`src/rtl/uart_pkg.sv`:
```
// rtl/uart_pkg.sv - register map, STATUS/CTRL bit positions and FSM states for uart_fifo
package uart_pkg;

   localparam logic [1:0] REG_CLK_DIV = 2'd0;
   localparam logic [1:0] REG_STATUS  = 2'd1;
   localparam logic [1:0] REG_DATA    = 2'd2;
   localparam logic [1:0] REG_CTRL    = 2'd3;

   localparam int ST_TX_NOT_FULL  = 0;
   localparam int ST_RX_NOT_EMPTY = 1;
   localparam int ST_TX_IDLE      = 2;
   localparam int ST_RX_OVERRUN   = 3;
   localparam int ST_RX_FRAMING   = 4;
   localparam int ST_RX_PARITY    = 5;
   localparam int ST_TX_OVERFLOW  = 6;

   localparam int CTRL_PARITY_EN  = 0;
   localparam int CTRL_PARITY_ODD = 1;
   localparam int CTRL_TWO_STOP   = 2;

   typedef enum logic [2:0] {TX_IDLE, TX_START, TX_DATA, TX_PARITY, TX_STOP} tx_state_e;
   typedef enum logic [2:0] {RX_IDLE, RX_START, RX_DATA, RX_PARITY, RX_STOP} rx_state_e;

endpackage

```
`src/rtl/uart_fifo_if.sv`:
```
// rtl/uart_fifo_if.sv - peripheral register bus between address decoder and uart_fifo
interface uart_fifo_if;
   logic [63:0] address_in;
   logic        sel_in;
   logic        read_in;
   logic [63:0] read_value_out;
   logic [3:0]  write_mask_in;
   logic [63:0] write_value_in;

   modport master (output address_in, sel_in, read_in, write_mask_in, write_value_in,
                   input  read_value_out);
   modport slave  (input  address_in, sel_in, read_in, write_mask_in, write_value_in,
                   output read_value_out);
endinterface

```
`src/rtl/uart_sync_fifo.sv`:
```
// rtl/uart_sync_fifo.sv - synchronous FIFO; a push into a full FIFO is accepted when a pop happens in the same cycle
module uart_sync_fifo #(
   parameter int WIDTH = 8,
   parameter int DEPTH = 16
) (
   input  logic                     clk,
   input  logic                     reset,
   input  logic                     push_i,
   input  logic [WIDTH-1:0]         push_data_i,
   input  logic                     pop_i,
   output logic [WIDTH-1:0]         head_o,
   output logic                     full_o,
   output logic                     empty_o,
   output logic [$clog2(DEPTH):0]   count_o
);
   localparam int AW = $clog2(DEPTH);
   localparam int CW = AW + 1;

   logic [WIDTH-1:0] mem_q [DEPTH];
   logic [AW-1:0]    wr_ptr_q, rd_ptr_q;
   logic [CW-1:0]    count_q;
   logic             do_push, do_pop;

   assign do_pop  = pop_i && (count_q != '0);
   assign do_push = push_i && ((count_q != CW'(DEPTH)) || do_pop);

   // pointer and occupancy bookkeeping
   always_ff @(posedge clk) begin
      if (reset) begin
         wr_ptr_q <= '0;
         rd_ptr_q <= '0;
         count_q  <= '0;
      end else begin
         if (do_push) wr_ptr_q <= wr_ptr_q + 1'b1;
         if (do_pop)  rd_ptr_q <= rd_ptr_q + 1'b1;
         count_q <= count_q + CW'(do_push) - CW'(do_pop);
      end
   end

   // storage array, written only on an accepted push
   always_ff @(posedge clk) begin
      if (do_push) mem_q[wr_ptr_q] <= push_data_i;
   end

   assign head_o  = mem_q[rd_ptr_q];
   assign full_o  = (count_q == CW'(DEPTH));
   assign empty_o = (count_q == '0);
   assign count_o = count_q;
endmodule

```
`src/rtl/uart_fifo.sv`:
```
// rtl/uart_fifo.sv - FIFO-buffered UART with CLK_DIV/STATUS/DATA/CTRL registers
module uart_fifo import uart_pkg::*; #(
   parameter int          DATA_BITS     = 8,
   parameter int          FIFO_DEPTH    = 16,
   parameter logic [31:0] CLK_DIV_RESET = 32'd0
) (
   input  logic        clk,
   input  logic        reset,
   input  logic        rx_in,
   output logic        tx_out,
   uart_fifo_if.slave  bus
);
   localparam int CW = $clog2(FIFO_DEPTH) + 1;
   localparam int BW = $clog2(DATA_BITS);

   logic [31:0] clk_div_q;
   logic [2:0]  ctrl_q;
   logic [3:0]  flags_q, flags_d;   // {tx_overflow, parity, framing, overrun}

   logic [1:0]  reg_idx;
   logic        wr_lane0, data_wr, data_pop;

   logic [DATA_BITS-1:0] tx_head, rx_head;
   logic                 tx_full, tx_empty, rx_full, rx_empty;
   logic [CW-1:0]        tx_count, rx_count;

   tx_state_e            tx_state_q;
   logic [31:0]          tx_cnt_q;
   logic [DATA_BITS-1:0] tx_shift_q;
   logic [BW-1:0]        tx_bit_q;
   logic                 tx_q, tx_par_en_q, tx_par_q, tx_two_stop_q, tx_stop2_q;
   logic                 tx_tick, tx_load, tx_idle;

   logic                 rx_s1_q, rx_s2_q;
   rx_state_e            rx_state_q;
   logic [31:0]          rx_cnt_q;
   logic [DATA_BITS-1:0] rx_shift_q;
   logic [BW-1:0]        rx_bit_q;
   logic                 rx_par_en_q, rx_par_odd_q, rx_par_bit_q;
   logic                 rx_push_q, rx_ferr_q, rx_perr_q;

   logic [15:0] status;
   logic [63:0] rd_data;
   logic        unused_bits;

   assign reg_idx  = bus.address_in[4:3];
   assign wr_lane0 = bus.sel_in && bus.write_mask_in[0];
   assign data_wr  = wr_lane0 && (reg_idx == REG_DATA);
   assign data_pop = bus.sel_in && bus.read_in && (reg_idx == REG_DATA);

   uart_sync_fifo #(.WIDTH(DATA_BITS), .DEPTH(FIFO_DEPTH)) u_tx_fifo (
      .clk(clk), .reset(reset),
      .push_i(data_wr), .push_data_i(bus.write_value_in[DATA_BITS-1:0]),
      .pop_i(tx_load), .head_o(tx_head),
      .full_o(tx_full), .empty_o(tx_empty), .count_o(tx_count)
   );

   uart_sync_fifo #(.WIDTH(DATA_BITS), .DEPTH(FIFO_DEPTH)) u_rx_fifo (
      .clk(clk), .reset(reset),
      .push_i(rx_push_q), .push_data_i(rx_shift_q),
      .pop_i(data_pop), .head_o(rx_head),
      .full_o(rx_full), .empty_o(rx_empty), .count_o(rx_count)
   );

   // software-visible configuration registers
   always_ff @(posedge clk) begin
      if (reset) begin
         clk_div_q <= CLK_DIV_RESET;
         ctrl_q    <= '0;
      end else if (bus.sel_in && (reg_idx == REG_CLK_DIV)) begin
         if (bus.write_mask_in[0]) clk_div_q[15:0]  <= bus.write_value_in[15:0];
         if (bus.write_mask_in[1]) clk_div_q[31:16] <= bus.write_value_in[31:16];
      end else if (wr_lane0 && (reg_idx == REG_CTRL)) begin
         ctrl_q <= bus.write_value_in[2:0];
      end
   end

   // sticky error flags: write-1-to-clear, a hardware set in the same cycle wins
   always_comb begin
      flags_d = flags_q;
      if (wr_lane0 && (reg_idx == REG_STATUS)) flags_d = flags_q & ~bus.write_value_in[6:3];
      if (rx_push_q && rx_full && !data_pop) flags_d[0] = 1'b1;
      if (rx_ferr_q)                         flags_d[1] = 1'b1;
      if (rx_perr_q)                         flags_d[2] = 1'b1;
      if (data_wr && tx_full && !tx_load)    flags_d[3] = 1'b1;
   end

   // sticky flag register
   always_ff @(posedge clk) begin
      if (reset) flags_q <= '0;
      else       flags_q <= flags_d;
   end

   // transmitter is ready for a new frame when idle, or right after its last stop bit
   assign tx_tick = (tx_cnt_q == '0);
   assign tx_load = !tx_empty && ((tx_state_q == TX_IDLE) ||
                    ((tx_state_q == TX_STOP) && tx_tick && (!tx_two_stop_q || tx_stop2_q)));
   assign tx_idle = tx_empty && (tx_state_q == TX_IDLE);

   // transmit shifter; bit period reloaded from CLK_DIV at every bit boundary
   always_ff @(posedge clk) begin
      if (reset) begin
         tx_state_q    <= TX_IDLE;
         tx_q          <= 1'b1;
         tx_cnt_q      <= '0;
         tx_shift_q    <= '0;
         tx_bit_q      <= '0;
         tx_par_en_q   <= 1'b0;
         tx_par_q      <= 1'b0;
         tx_two_stop_q <= 1'b0;
         tx_stop2_q    <= 1'b0;
      end else if (tx_load) begin
         tx_state_q    <= TX_START;
         tx_q          <= 1'b0;
         tx_cnt_q      <= clk_div_q;
         tx_shift_q    <= tx_head;
         tx_bit_q      <= '0;
         tx_par_en_q   <= ctrl_q[CTRL_PARITY_EN];
         tx_par_q      <= (^tx_head) ^ ctrl_q[CTRL_PARITY_ODD];
         tx_two_stop_q <= ctrl_q[CTRL_TWO_STOP];
         tx_stop2_q    <= 1'b0;
      end else if (tx_state_q != TX_IDLE) begin
         if (!tx_tick) begin
            tx_cnt_q <= tx_cnt_q - 32'd1;
         end else begin
            tx_cnt_q <= clk_div_q;
            case (tx_state_q)
               TX_START: begin
                  tx_state_q <= TX_DATA;
                  tx_q       <= tx_shift_q[0];
                  tx_shift_q <= tx_shift_q >> 1;
               end
               TX_DATA: begin
                  if (tx_bit_q == BW'(DATA_BITS - 1)) begin
                     tx_state_q <= tx_par_en_q ? TX_PARITY : TX_STOP;
                     tx_q       <= tx_par_en_q ? tx_par_q : 1'b1;
                  end else begin
                     tx_bit_q   <= tx_bit_q + 1'b1;
                     tx_q       <= tx_shift_q[0];
                     tx_shift_q <= tx_shift_q >> 1;
                  end
               end
               TX_PARITY: begin
                  tx_state_q <= TX_STOP;
                  tx_q       <= 1'b1;
               end
               default: begin
                  if (tx_two_stop_q && !tx_stop2_q) tx_stop2_q <= 1'b1;
                  else                              tx_state_q <= TX_IDLE;
               end
            endcase
         end
      end
   end

   // two-flop synchroniser for the asynchronous serial input
   always_ff @(posedge clk) begin
      if (reset) begin
         rx_s1_q <= 1'b1;
         rx_s2_q <= 1'b1;
      end else begin
         rx_s1_q <= rx_in;
         rx_s2_q <= rx_s1_q;
      end
   end

   // receive sampler: half-bit start check, then mid-bit sampling; result strobes one cycle later
   always_ff @(posedge clk) begin
      if (reset) begin
         rx_state_q   <= RX_IDLE;
         rx_cnt_q     <= '0;
         rx_shift_q   <= '0;
         rx_bit_q     <= '0;
         rx_par_en_q  <= 1'b0;
         rx_par_odd_q <= 1'b0;
         rx_par_bit_q <= 1'b0;
         rx_push_q    <= 1'b0;
         rx_ferr_q    <= 1'b0;
         rx_perr_q    <= 1'b0;
      end else begin
         rx_push_q <= 1'b0;
         rx_ferr_q <= 1'b0;
         rx_perr_q <= 1'b0;
         if (rx_state_q == RX_IDLE) begin
            if (!rx_s2_q) begin
               rx_state_q   <= RX_START;
               rx_cnt_q     <= clk_div_q >> 1;
               rx_par_en_q  <= ctrl_q[CTRL_PARITY_EN];
               rx_par_odd_q <= ctrl_q[CTRL_PARITY_ODD];
            end
         end else if (rx_cnt_q != '0) begin
            rx_cnt_q <= rx_cnt_q - 32'd1;
         end else begin
            rx_cnt_q <= clk_div_q;
            case (rx_state_q)
               RX_START: begin
                  if (rx_s2_q) begin
                     rx_state_q <= RX_IDLE;
                  end else begin
                     rx_state_q <= RX_DATA;
                     rx_bit_q   <= '0;
                  end
               end
               RX_DATA: begin
                  rx_shift_q <= {rx_s2_q, rx_shift_q[DATA_BITS-1:1]};
                  if (rx_bit_q == BW'(DATA_BITS - 1)) rx_state_q <= rx_par_en_q ? RX_PARITY : RX_STOP;
                  else                                rx_bit_q   <= rx_bit_q + 1'b1;
               end
               RX_PARITY: begin
                  rx_par_bit_q <= rx_s2_q;
                  rx_state_q   <= RX_STOP;
               end
               default: begin
                  rx_state_q <= RX_IDLE;
                  if (!rx_s2_q)
                     rx_ferr_q <= 1'b1;
                  else if (rx_par_en_q && (rx_par_bit_q != ((^rx_shift_q) ^ rx_par_odd_q)))
                     rx_perr_q <= 1'b1;
                  else
                     rx_push_q <= 1'b1;
               end
            endcase
         end
      end
   end

   // register read mux, combinational and zero when not selected
   always_comb begin
      status                  = '0;
      status[ST_TX_NOT_FULL]  = !tx_full;
      status[ST_RX_NOT_EMPTY] = !rx_empty;
      status[ST_TX_IDLE]      = tx_idle;
      status[ST_RX_OVERRUN]   = flags_q[0];
      status[ST_RX_FRAMING]   = flags_q[1];
      status[ST_RX_PARITY]    = flags_q[2];
      status[ST_TX_OVERFLOW]  = flags_q[3];
      status[15:8]            = 8'(rx_count);
      rd_data = '0;
      if (bus.sel_in) begin
         case (reg_idx)
            REG_CLK_DIV: rd_data = {32'd0, clk_div_q};
            REG_STATUS:  rd_data = {48'd0, status};
            REG_DATA:    rd_data = {{48{rx_empty}}, rx_empty ? 16'd0 : 16'(rx_head)};
            default:     rd_data = {61'd0, ctrl_q};
         endcase
      end
   end

   assign bus.read_value_out = rd_data;
   assign tx_out             = tx_q;

   assign unused_bits = ^{bus.address_in[63:5], bus.address_in[2:0], bus.write_value_in[63:32],
                          bus.write_mask_in[3:2], tx_count};
endmodule

```
`src/flat_wrapper.sv`:
```
// flat-port wrapper written by rule: the top's interface ports become plain ports
module uart_fifo_flat import uart_pkg::*;
#(
   parameter int          DATA_BITS     = 8,
   parameter int          FIFO_DEPTH    = 16,
   parameter logic [31:0] CLK_DIV_RESET = 32'd0
)
  (clk, reset, rx_in, tx_out, bus_address_in, bus_sel_in, bus_read_in, bus_write_mask_in, bus_write_value_in, bus_read_value_out);
  uart_fifo_if bus_i ();
  input  logic clk;
  input  logic reset;
  input  logic rx_in;
  output logic tx_out;
  input wire logic [$bits(bus_i.address_in)-1:0] bus_address_in;
  input wire logic [$bits(bus_i.sel_in)-1:0] bus_sel_in;
  input wire logic [$bits(bus_i.read_in)-1:0] bus_read_in;
  input wire logic [$bits(bus_i.write_mask_in)-1:0] bus_write_mask_in;
  input wire logic [$bits(bus_i.write_value_in)-1:0] bus_write_value_in;
  output wire logic [$bits(bus_i.read_value_out)-1:0] bus_read_value_out;
  assign bus_i.address_in = bus_address_in;
  assign bus_i.sel_in = bus_sel_in;
  assign bus_i.read_in = bus_read_in;
  assign bus_i.write_mask_in = bus_write_mask_in;
  assign bus_i.write_value_in = bus_write_value_in;
  assign bus_read_value_out = bus_i.read_value_out;
  uart_fifo #(.DATA_BITS(DATA_BITS), .FIFO_DEPTH(FIFO_DEPTH), .CLK_DIV_RESET(CLK_DIV_RESET)) u_core (.clk(clk), .reset(reset), .rx_in(rx_in), .tx_out(tx_out), .bus(bus_i));
endmodule
```
`config.mk`:
```
export PLATFORM = sky130hd
export DESIGN_NAME = uart_fifo_flat
export DESIGN_NICKNAME = d
export VERILOG_FILES = /design/src/rtl/uart_pkg.sv /design/src/rtl/uart_fifo_if.sv /design/src/rtl/uart_sync_fifo.sv /design/src/rtl/uart_fifo.sv /design/src/flat_wrapper.sv
export SDC_FILE = /design/constraint.sdc
export NUM_CORES = 1
export LEC_CHECK = 0
export CAP_MARGIN = 10
export CORE_MARGIN = 5
export CORE_UTILIZATION = 48
export DETAILED_ROUTE_END_ITERATION = 8
export PLACE_DENSITY_LB_ADDON = 0.05
export SYNTH_ARGS = -nofsm -noshare
export SYNTH_HDL_FRONTEND = slang
export SYNTH_SLANG_ARGS = --single-unit
```
`constraint.sdc`:
```
create_clock -name clk -period 7.85 [get_ports clk]
set_input_delay 2.355 -clock clk [delete_from_list [all_inputs] [get_ports clk]]
set_output_delay 2.355 -clock clk [all_outputs]
set_load 0.01 [all_outputs]
```
==> impl_metrics.tcl, run 1 <==
set metrics [dict create \
    hold_buffers 0 \
    ir_drop_mv 0.166 \
    drive_gt1_share_pct 11.8 \
    yosysWarnings 0 \
    hold_viol_final 0 \
    tightest_slew_ns 1.01 \
    report.final.setup_viol 0 \
    antenna_found_initial 1 \
    viasPerCell 5.67 \
    synthCells 1717 \
    end_kind "output pin" \
    netlist.area_leader.share_pct 38.9 \
    io_pins 202 \
    cts-root-buf "clkbuf_16" \
    clockBufferDepth 3 \
    fillers 3487 \
    outcome "complete, no violations" \
    r2r_cells 16 \
    critPathKind "primary input to output pin" \
    synth_area_per_cell_um2 11.5 \
    hold_class "register to register" \
    globalplace.congestion 0.830 \
    firstDrtPassIters 5 \
    nets 1928 \
    setup_tns_ns 0 \
    ctsResizeCount 0 \
    port_buffers 105 \
    synthToLayoutAreaGrowth_pct 14.6 \
    mostFrequentLayoutCells "edfxtp_1 (256), nor2_1 (201), nand2_1 (188)" \
    cap_viol_max_count 0 \
    insertion_delay_ns 0.59 \
    vias 13226 \
    drcViolationCount 0 \
    ant_nets 0 \
    regArea_um2 11300 \
    rsz0062_at_grt "no" \
    grt_pass1_wl_um 75200 \
    cts_sinks 434 \
    syn_nets 1885 \
    path_max_fanout 48 \
    synthArstFlopShare_pct 0 \
    die-area_um2 45400 \
    wl_um 48800 \
    yosys.area.top_type "edfxtp_1" \
    synthFlopType "edfxtp_1" \
    fin_crit_ns 6.99 \
    fmax_ghz 0.143 \
    startpoint "bus_sel_in" \
    die_w_um 213 \
    dieHeight_um 213 \
    cts_tree "yes" \
    grtUsageTotal_pct 21.4 \
    maxSlewViolCount 0 \
    drt-initial-drc-count 1246 \
    multi_input_area_um2 7770 \
    grt_pass1_vias 12775 \
    hpwl_um 32500 \
    core_area_um2 40800 \
    cellPowerDensity_nw_per_um2 299 \
    ys_seq_elements 434 \
    startpoint_type "primary input" \
    htreeDepth 2 \
    start_util_pct 48.4 \
    synth_top_cells_by_area "edfxtp_1 (39%), dfxtp_1 (18%), mux4_2 (8.7%)" \
    rrSetupSlack_ns 3.59 \
    relSlewSlack_pct 32.2 \
    total_power_mw 6.79 \
    ys_seq_area_share_pct 56.9 \
    syn_area_um2 19800 \
    post_drt_wl_per_cell_um 20.9 \
    endpoint "bus_read_value_out[20]" \
    grt_max_degree 65 \
    cp_data_required_time_ns 5.50 \
    skew_ns 0.0191 \
    cp.arrival_ns 4.64 \
    fin_crit_sh_pct 89.1 \
    synth_edf_count 256 \
    layout_commonest_cell "edfxtp_1" \
    cts_buffers 47 \
    timing.rr.end "u_core.u_tx_fifo.count_o[4]$_SDFF_PP0_" \
    grt_overflow 0 \
    num_rows 74 \
    synth_cell_types 72 \
    cts.clk_slew.worst_paths_ns 0.06 \
    leakage_nw 7.82 \
    r2r-start "u_core.tx_cnt_q[8]$_SDFFE_PP0P_" \
    cts_setup_buffers 0 \
]
## worst max-delay path: stages
cell	delay, ns
clkdlybuf4s50_1	0.68
nand2_1	0.12
nor2_1	0.23
and2_1	0.16
buf_4	0.39
a21o_1	0.14
clkdlybuf4s50_1	0.53
## state kept, by name, indices dropped and copies added (netlist names), 5 cells and up, named ones only
register	flops
u_core.u_rx_fifo.count_o	5
u_core.rx_shift_q	8
u_core.u_rx_fifo.mem_q	128
u_core.u_tx_fifo.count_o	5
u_core.rx_cnt_q	32
u_core.tx_shift_q	8
u_core.u_tx_fifo.mem_q	128
u_core.clk_div_q	32
u_core.tx_cnt_q	32
## report_power, final
| group | switching (mW) | internal (mW) | total [mW] | leakage [nW] |
|---|---|---|---|---|
| combinational | 1.07 | 0.813 | 1.88 | 3.25 |
| sequential | 0.137 | 2.53 | 2.66 | 3.79 |
| clock | 0.916 | 1.33 | 2.24 | 0.784 |
| total | 2.12 | 4.67 | 6.79 | 7.82 |
## area by class of cell
| class | count | area share (%) |
|---|---|---|
| Timing Repair Buffer | 130 | 5.45 |
| Sequential cell | 434 | 49.6 |
| Tap cell | 532 | 2.94 |
| Clock inverter | 19 | 0.938 |
| Multi-Input combinational cell | 1108 | 34.3 |
| Clock buffer | 69 | 6.09 |
| Inverter | 39 | 0.646 |
| Antenna cell | 1 | 0.0110 |
## metal layers
layer / vias to the layer above / share of wire, % / track usage [%]
met5: - / 0.027 / 0
met4: 2 / 2.1 / 5.98
met1: 6475 / 45 / 31.5
met2: 323 / 47 / 33.2
li1: 6358 / - / -
met3: 68 / 5.8 / 3.42
## cell families (layout without fill, tap and decap cells)
| kind of cell | Yosys count | in the layout | synth area share [%] |
|---|---|---|---|
| and+or+nand+nor | 594 | 594 | 14.1 |
| adders and majority gates | 31 | 31 | 2.04 |
| buffers and inverters | 175 | 257 | 4.04 |
| muxes | 109 | 109 | 10.4 |
| AOI/OAI and AO/OA | 326 | 326 | 10.2 |
| DFF | 434 | 434 | 56.9 |
| xor gates and xnor gates | 48 | 48 | 2.33 |
| other | 0 | 1 | 0 |
## Yosys cell counts (all sizes together) (4+ instances only)
cell type    n
mux2i       27
nor3b        7
and2        19
a31oi       18
nand2      188
a22oi       11
o31ai        4
nor3        32
buf         55
xnor2       28
nor2b       17
o21ai       61
nor2       201
mux2         6
or3         10
and3         8
dfxtp      178
inv         39
a21o        29
nor4b        4
mux4        76
a311oi       8
nor4        19
a21oi      129
or4          7
xor2        17
a221oi       6
ha          29
nand3       43
edfxtp     256
clkbuf      81
nand2b      11
nand4       15
a211oi      36
## worst min path at each step
stage,startpoint,endpoint,cells after the start
6_report,u_core.rx_s1_q$_SDFF_PP1_,u_core.rx_s2_q$_SDFF_PP1_,1
3_3_place_gp,u_core.rx_s1_q$_SDFF_PP1_,u_core.rx_s2_q$_SDFF_PP1_,1
3_5_place_dp,u_core.rx_s1_q$_SDFF_PP1_,u_core.rx_s2_q$_SDFF_PP1_,1
4_1_cts,u_core.rx_s1_q$_SDFF_PP1_,u_core.rx_s2_q$_SDFF_PP1_,1
5_1_grt,u_core.rx_s1_q$_SDFF_PP1_,u_core.rx_s2_q$_SDFF_PP1_,1
2_1_floorplan,u_core.rx_s1_q$_SDFF_PP1_,u_core.rx_s2_q$_SDFF_PP1_,1
## through the flow
step / std cells / setup slack, ns / hold WS, ns / area [um^2] / util (%)
3_5_place_dp: 2243 / 0.894 / 0.399 / 21100 / 51.6
4_1_cts: 2331 / 0.892 / 0.415 / 22700 / 55.5
5_1_grt: 2331 / 0.713 / 0.445 / 22700 / 55.5
3_3_place_gp: 2243 / 0.925 / 0.392 / 21100 / 51.6
2_1_floorplan: 1717 / 1.08 / 0.389 / 19800 / -
6_report: 2332 / 0.858 / 0.411 / 22700 / 55.5
(Power assumes the default switching activity.)
==> inputs of run 2 (changes only) <==
ABC_AREA = 1   (was not set)
clock period = 6.2 ns   (was 7.85 ns; I/O delays follow)
==> impl_metrics.tcl, run 2 <==
set metrics [dict create \
    p_comb_share_pct 35.5 \
    place_inst 2799 \
    internal_power_mw 5.97 \
    skew_ns 0.0109 \
    hold_viol_final 0 \
    tightest_slew_ns 1.06 \
    ant_nets 0 \
    die-area_um2 46600 \
    path_max_fanout 13 \
    ys_seq_area_share_pct 55.3 \
    mostFrequentLayoutCells "nand2_1 (347), nor2_1 (280), edfxtp_1 (256)" \
    cp_data_required_time_ns 4.34 \
    netlist.area_leader.share_pct 37.8 \
    clockBufferDepth 3 \
    seq_power_share_pct 37.0 \
    cap_viol_max_count 0 \
    grtUsageTotal_pct 22.3 \
    synth_edf_count 256 \
    layout_commonest_cell "nand2_1" \
    synthToLayoutAreaGrowth_pct 13.3 \
    fillers 3758 \
    ir_drop_mv 0.225 \
    antenna_found_initial 3 \
    setup_tns_ns 0 \
    wl_um 53200 \
    post_drt_wl_per_cell_um 18.4 \
    num_rows 75 \
    drt-initial-drc-count 1055 \
    grt_overflow 0 \
    p_sw_mw 3.60 \
    dieHeight_um 216 \
    maxSlewViolCount 0 \
    setup_slack_ns 0.122 \
    rsz0062_at_grt "no" \
    reg.largest.list "u_core.u_rx_fifo.mem_q x128, u_core.u_tx_fifo.mem_q x128" \
    ys_seq_elements 434 \
    nets 2477 \
    grt_max_degree 98 \
    yosysWarnings 0 \
    yosys.area.top_type "edfxtp_1" \
    globalplace.congestion 0.865 \
    yosys.cell_count.top_type "nand2_1" \
    fmax_ghz 0.165 \
    place_ws_ns 0.128 \
    fin_crit_sh_pct 98.0 \
    cts.clk_slew.worst_paths_ns 0.06 \
    port_buffers 105 \
    startpoint_type "primary input" \
    relSlewSlack_pct 28.6 \
    end_kind "output pin" \
    final_cells 2883 \
    final_area_um2 23100 \
    core_area_um2 41900 \
    hold_buffers 0 \
    cellPowerDensity_nw_per_um2 415 \
    grt_pass1_wl_um 83100 \
    grt_pass1_vias 14845 \
    hold_class "register to register" \
    drive_gt1_share_pct 6.27 \
    die_w_um 216 \
    total_power_mw 9.58 \
    firstDrtPassIters 5 \
    synthArstFlopShare_pct 0 \
    fin_crit_ns 6.08 \
    cp.arrival_ns 4.22 \
    cts_buffers 45 \
    report.final.setup_viol 0 \
    placed_area_um2 21600 \
    start_util_pct 48.5 \
    pwr-share-clk_pct 27.5 \
    syn_nets 2430 \
    holdWs_ns 0.414 \
    insertion_delay_ns 0.57 \
    hpwl_um 35400 \
    synth_area_per_cell_um2 9.00 \
    htreeDepth 2 \
    switching_share_pct 37.6 \
    io_pins 202 \
    critPathKind "primary input to output pin" \
    fin_util_pct 55.0 \
    cts_sinks 434 \
    outcome "complete, no violations" \
    synthCells 2262 \
    cts_tree "yes" \
    synth_common_cells "nand2_1 (347), nor2_1 (281), edfxtp_1 (256)" \
    vias 15731 \
    synth_cell_types 49 \
    antenna_cells 0 \
    leakage_nw 9.13 \
    syn_area_um2 20400 \
    drcViolationCount 0 \
    viasPerCell 5.46 \
    synth_top_cells_by_area "edfxtp_1 (38%), dfxtp_1 (18%), nand2_1 (6.4%)" \
    synthFlopType "edfxtp_1" \
    cts-root-buf "clkbuf_16" \
    rrSetupSlack_ns 2.23 \
]
==> run 2: cell types whose count changed in the layout (fill, tap and decap cells not counted), sizes merged, moves of 19 or more <==
cell    before  now
a211oi      36   11
a21o        29    0
and2        19    0
inv         40  263
mux2i       27    0
mux4        76    0
nand2      188  353
nand3       43  104
nor2       201  297
o211ai       2   41
o21ai       61  262
o221ai       0   37
o22ai        1   31
xor2        17   40
==> run 2: final timing paths <==
check                                                     start                                endpoint  cells after the start
worst max-delay path                          bus_address_in[4]                  bus_read_value_out[12]                      8
worst max register to register  u_core.tx_cnt_q[0]$_SDFFE_PP0P_  u_core.u_tx_fifo.count_o[4]$_SDFF_PP0_                     20
worst min register to register        u_core.rx_s1_q$_SDFF_PP1_               u_core.rx_s2_q$_SDFF_PP1_                      1
worst min-delay path                  u_core.rx_s1_q$_SDFF_PP1_               u_core.rx_s2_q$_SDFF_PP1_                      1
==> run 2: per-layer routing <==
metal | track usage (%) | vias up | wire length [um]
li1 | - | 7752 | -
met1 | 31.1 | 7395 | 23900
met2 | 35.8 | 489 | 24200
met3 | 4.37 | 89 | 3790
met4 | 6.02 | 6 | 1310
met5 | 0 | - | 34
==> run 2: area by class of cell <==
cell class,instances,area (um^2),area share [%]
Tap cell,539,674,2.92
Clock buffer,71,1350,5.87
Inverter,266,1000,4.35
Timing Repair Buffer,129,1240,5.39
Multi-Input combinational cell,1432,7460,32.3
Timing Repair inverter,1,7.51,0.0325
Sequential cell,434,11300,48.8
Clock inverter,11,83.8,0.363
==> run 2: power by group through the flow <==
stage	Clock [mW]	Sequential, mW	Combinational [mW]
after floorplan	0	3.53	2.64
after global placement	0	3.59	3.34
after detailed placement	0	3.60	3.39
after CTS	2.68	3.54	3.41
after global routing	2.80	3.58	3.87
final	2.63	3.55	3.40
==> run 2: critical path, cell delays in order <==
cell and delay, ns:
clkdlybuf4s50_1 0.47, nor2_1 0.20, inv_1 0.13, nor2_2 0.33, clkinvlp_4 0.14, buf_4 0.20
o32ai_1 0.24, clkdlybuf4s50_1 0.64
==> run 2: cells by family (layout without fill, tap and decap cells) <==
family	Yosys count	count (layout)	synth area share [%]
AND/OR/NAND/NOR	812	812	17.0
XOR/XNOR	61	61	2.62
buffers and inverters	396	478	8.13
adder cells (fa/ha/maj)	31	31	1.98
AO/OA/AOI/OAI	528	528	15.0
flip-flops	434	434	55.3
==> run 2: repair_timing <==
item	in CTS	in global routing
endpoints found under the hold margin	0	0
setup buffers	0	1
endpoints found under the setup margin	0	3
resized for setup	0	3
==> inputs of run 3 (changes only) <==
--- a/config.mk
+++ b/config.mk
@@ -9,5 +9,5 @@
 export CAP_MARGIN = 10
 export CORE_MARGIN = 5
-export CORE_UTILIZATION = 48
+export CORE_UTILIZATION = 52
 export DETAILED_ROUTE_END_ITERATION = 8
 export PLACE_DENSITY_LB_ADDON = 0.05
==> constraint.sdc (replaced) <==
create_clock -name clk -period 6.2 [get_ports clk]
set_input_delay 1.86 -clock clk [delete_from_list [all_inputs] [get_ports clk]]
set_output_delay 1.86 -clock clk [all_outputs]
set_load 0.05 [all_outputs]
==> impl_metrics.tcl, run 3 (synthesis gave the netlist of run 2 again) <==
set metrics [dict create \
    rsz0062_at_grt "no" \
    outcome "complete, no violations" \
    reg.largest.list "u_core.u_rx_fifo.mem_q x128, u_core.u_tx_fifo.mem_q x128" \
    drcViolationCount 0 \
    setup_slack_ns 0.400 \
    cp.arrival_ns 3.94 \
    cts-root-buf "clkbuf_16" \
    core_area_um2 38700 \
    layout_commonest_cell "nand2_1" \
    grtUsageMet2_pct 37.7 \
    fin_crit_ns 5.80 \
    critPathKind "primary input to output pin" \
    leakage_nw 9.39 \
    grt.met1_usage_pct 33.0 \
    slowest_stage "clkdlybuf4s50_1" \
    fmax_ghz 0.172 \
    crit_family "buffers and inverters" \
    met3_usage_pct 5.17 \
    port_buffers 105 \
    holdWs_ns 0.416 \
    vias 15875 \
    dieHeight_um 208 \
    die_w_um 208 \
    drive_gt1_share_pct 8.68 \
    cts_sinks 434 \
    nets 2472 \
    hold_class "register to register" \
    htreeDepth 2 \
    grt_max_degree 75 \
    end_kind "output pin" \
    worstPathCellList "clkdlybuf4s50_1 > inv_1 > nor2_1 > inv_1 > o21ai_0 > buf_12" \
    cts.clk_slew.worst_paths_ns 0.06 \
    synthToLayoutAreaGrowth_pct 15.8 \
    die-area_um2 43200 \
    grt_pass1_wl_um 83400 \
    globalplace.congestion 0.912 \
    relSlewSlack_pct 23.8 \
    slowest_delay_ns 0.61 \
    start_util_pct 52.6 \
    regArea_um2 11300 \
    tightest_slew_ns 1.14 \
    crit_buf_inv 4 \
    clockBufferDepth 3 \
    skew_ns 0.0180 \
    ant_nets 0 \
    drt-initial-drc-count 1240 \
    startpoint_type "primary input" \
    cts_tree "yes" \
    hold_buffers 0 \
    grt_overflow 0 \
    insertion_delay_ns 0.55 \
    post_drt_wl_per_cell_um 18.4 \
    ctsResizeCount 0 \
    antenna_found_initial 3 \
    place_ws_ns 0.480 \
    crit_path_frequent_cell "inv_1" \
    path_max_fanout 25 \
    hold_viol_final 0 \
    grt_pass1_vias 15119 \
    fin_crit_sh_pct 93.6 \
    cap_viol_max_count 0 \
    viasPerCell 5.55 \
    report.final.setup_viol 0 \
    setup_tns_ns 0 \
    firstDrtPassIters 5 \
    cts_setup_buffers 0 \
    grtUsageTotal_pct 23.7 \
    multi_input_area_um2 7450 \
    hpwl_um 35100 \
    fillers 3316 \
    cts_buffers 44 \
    mostFrequentLayoutCells "nand2_1 (347), nor2_1 (281), edfxtp_1 (256)" \
    wl_um 52600 \
    maxSlewViolCount 0 \
    cp_data_required_time_ns 4.34 \
    ir_drop_mv 0.296 \
    io_pins 202 \
    cellPowerDensity_nw_per_um2 416 \
    num_rows 72 \
    grt_busiest_layer "met2" \
]
run 3: changes by cell type in the layout (fill, tap and decap cells not counted), sizes merged:
cell	delta
buf	+61
inv	+1
clkdlybuf4s50	-64
clkbuf	-10
diode	+1
clkinv	+6
bufinv	+2
run 3: per-stage QoR:
stage | power, mW | utilization, % | instances | cell area (um^2)
6_report | 9.80 | 60.9 | 2859 | 23600
5_1_grt | 10.5 | 60.8 | 2858 | 23600
4_1_cts | 9.83 | 60.8 | 2858 | 23600
3_5_place_dp | 7.23 | 57.2 | 2776 | 22200
3_3_place_gp | 7.15 | 57.2 | 2776 | 22200
2_1_floorplan | 6.31 | - | 2262 | 20400
run 3: area by class of cell:
class,count,area share (%)
flip-flops and latches,434,47.7
diodes,1,0.0106
inverters,266,4.25
repair buffers,126,7.69
clock inverters,21,0.791
well taps,518,2.75
multi-input cells,1432,31.6
clock buffers,61,5.16
run 3: final timing paths:
path,cells past startpoint,end,startpoint,slack (ns)
worst max register to register,8,u_core.rx_cnt_q[14]$_SDFFE_PP0P_,u_core.rx_state_q[0]$_SDFFE_PP0P_,2.07
worst max-delay path,6,bus_read_value_out[7],bus_sel_in,0.40
worst min-delay path,1,u_core.rx_s2_q$_SDFF_PP1_,u_core.rx_s1_q$_SDFF_PP1_,0.42
worst min register to register,1,u_core.rx_s2_q$_SDFF_PP1_,u_core.rx_s1_q$_SDFF_PP1_,0.42
run 3: power breakdown:
group | total [mW] | switching [mW] | internal, mW | leakage (nW)
registers | 3.54 | 0.247 | 3.29 | 4.01
clock network | 2.60 | 1.10 | 1.50 | 0.686
logic | 3.67 | 2.44 | 1.22 | 4.69
run 3: metal layers:
layer,vias to the layer above,part of all wire (%)
met2,544,46
met3,84,8.0
li1,7736,-
met1,7507,44
met4,4,2.3
met5,-,0.065
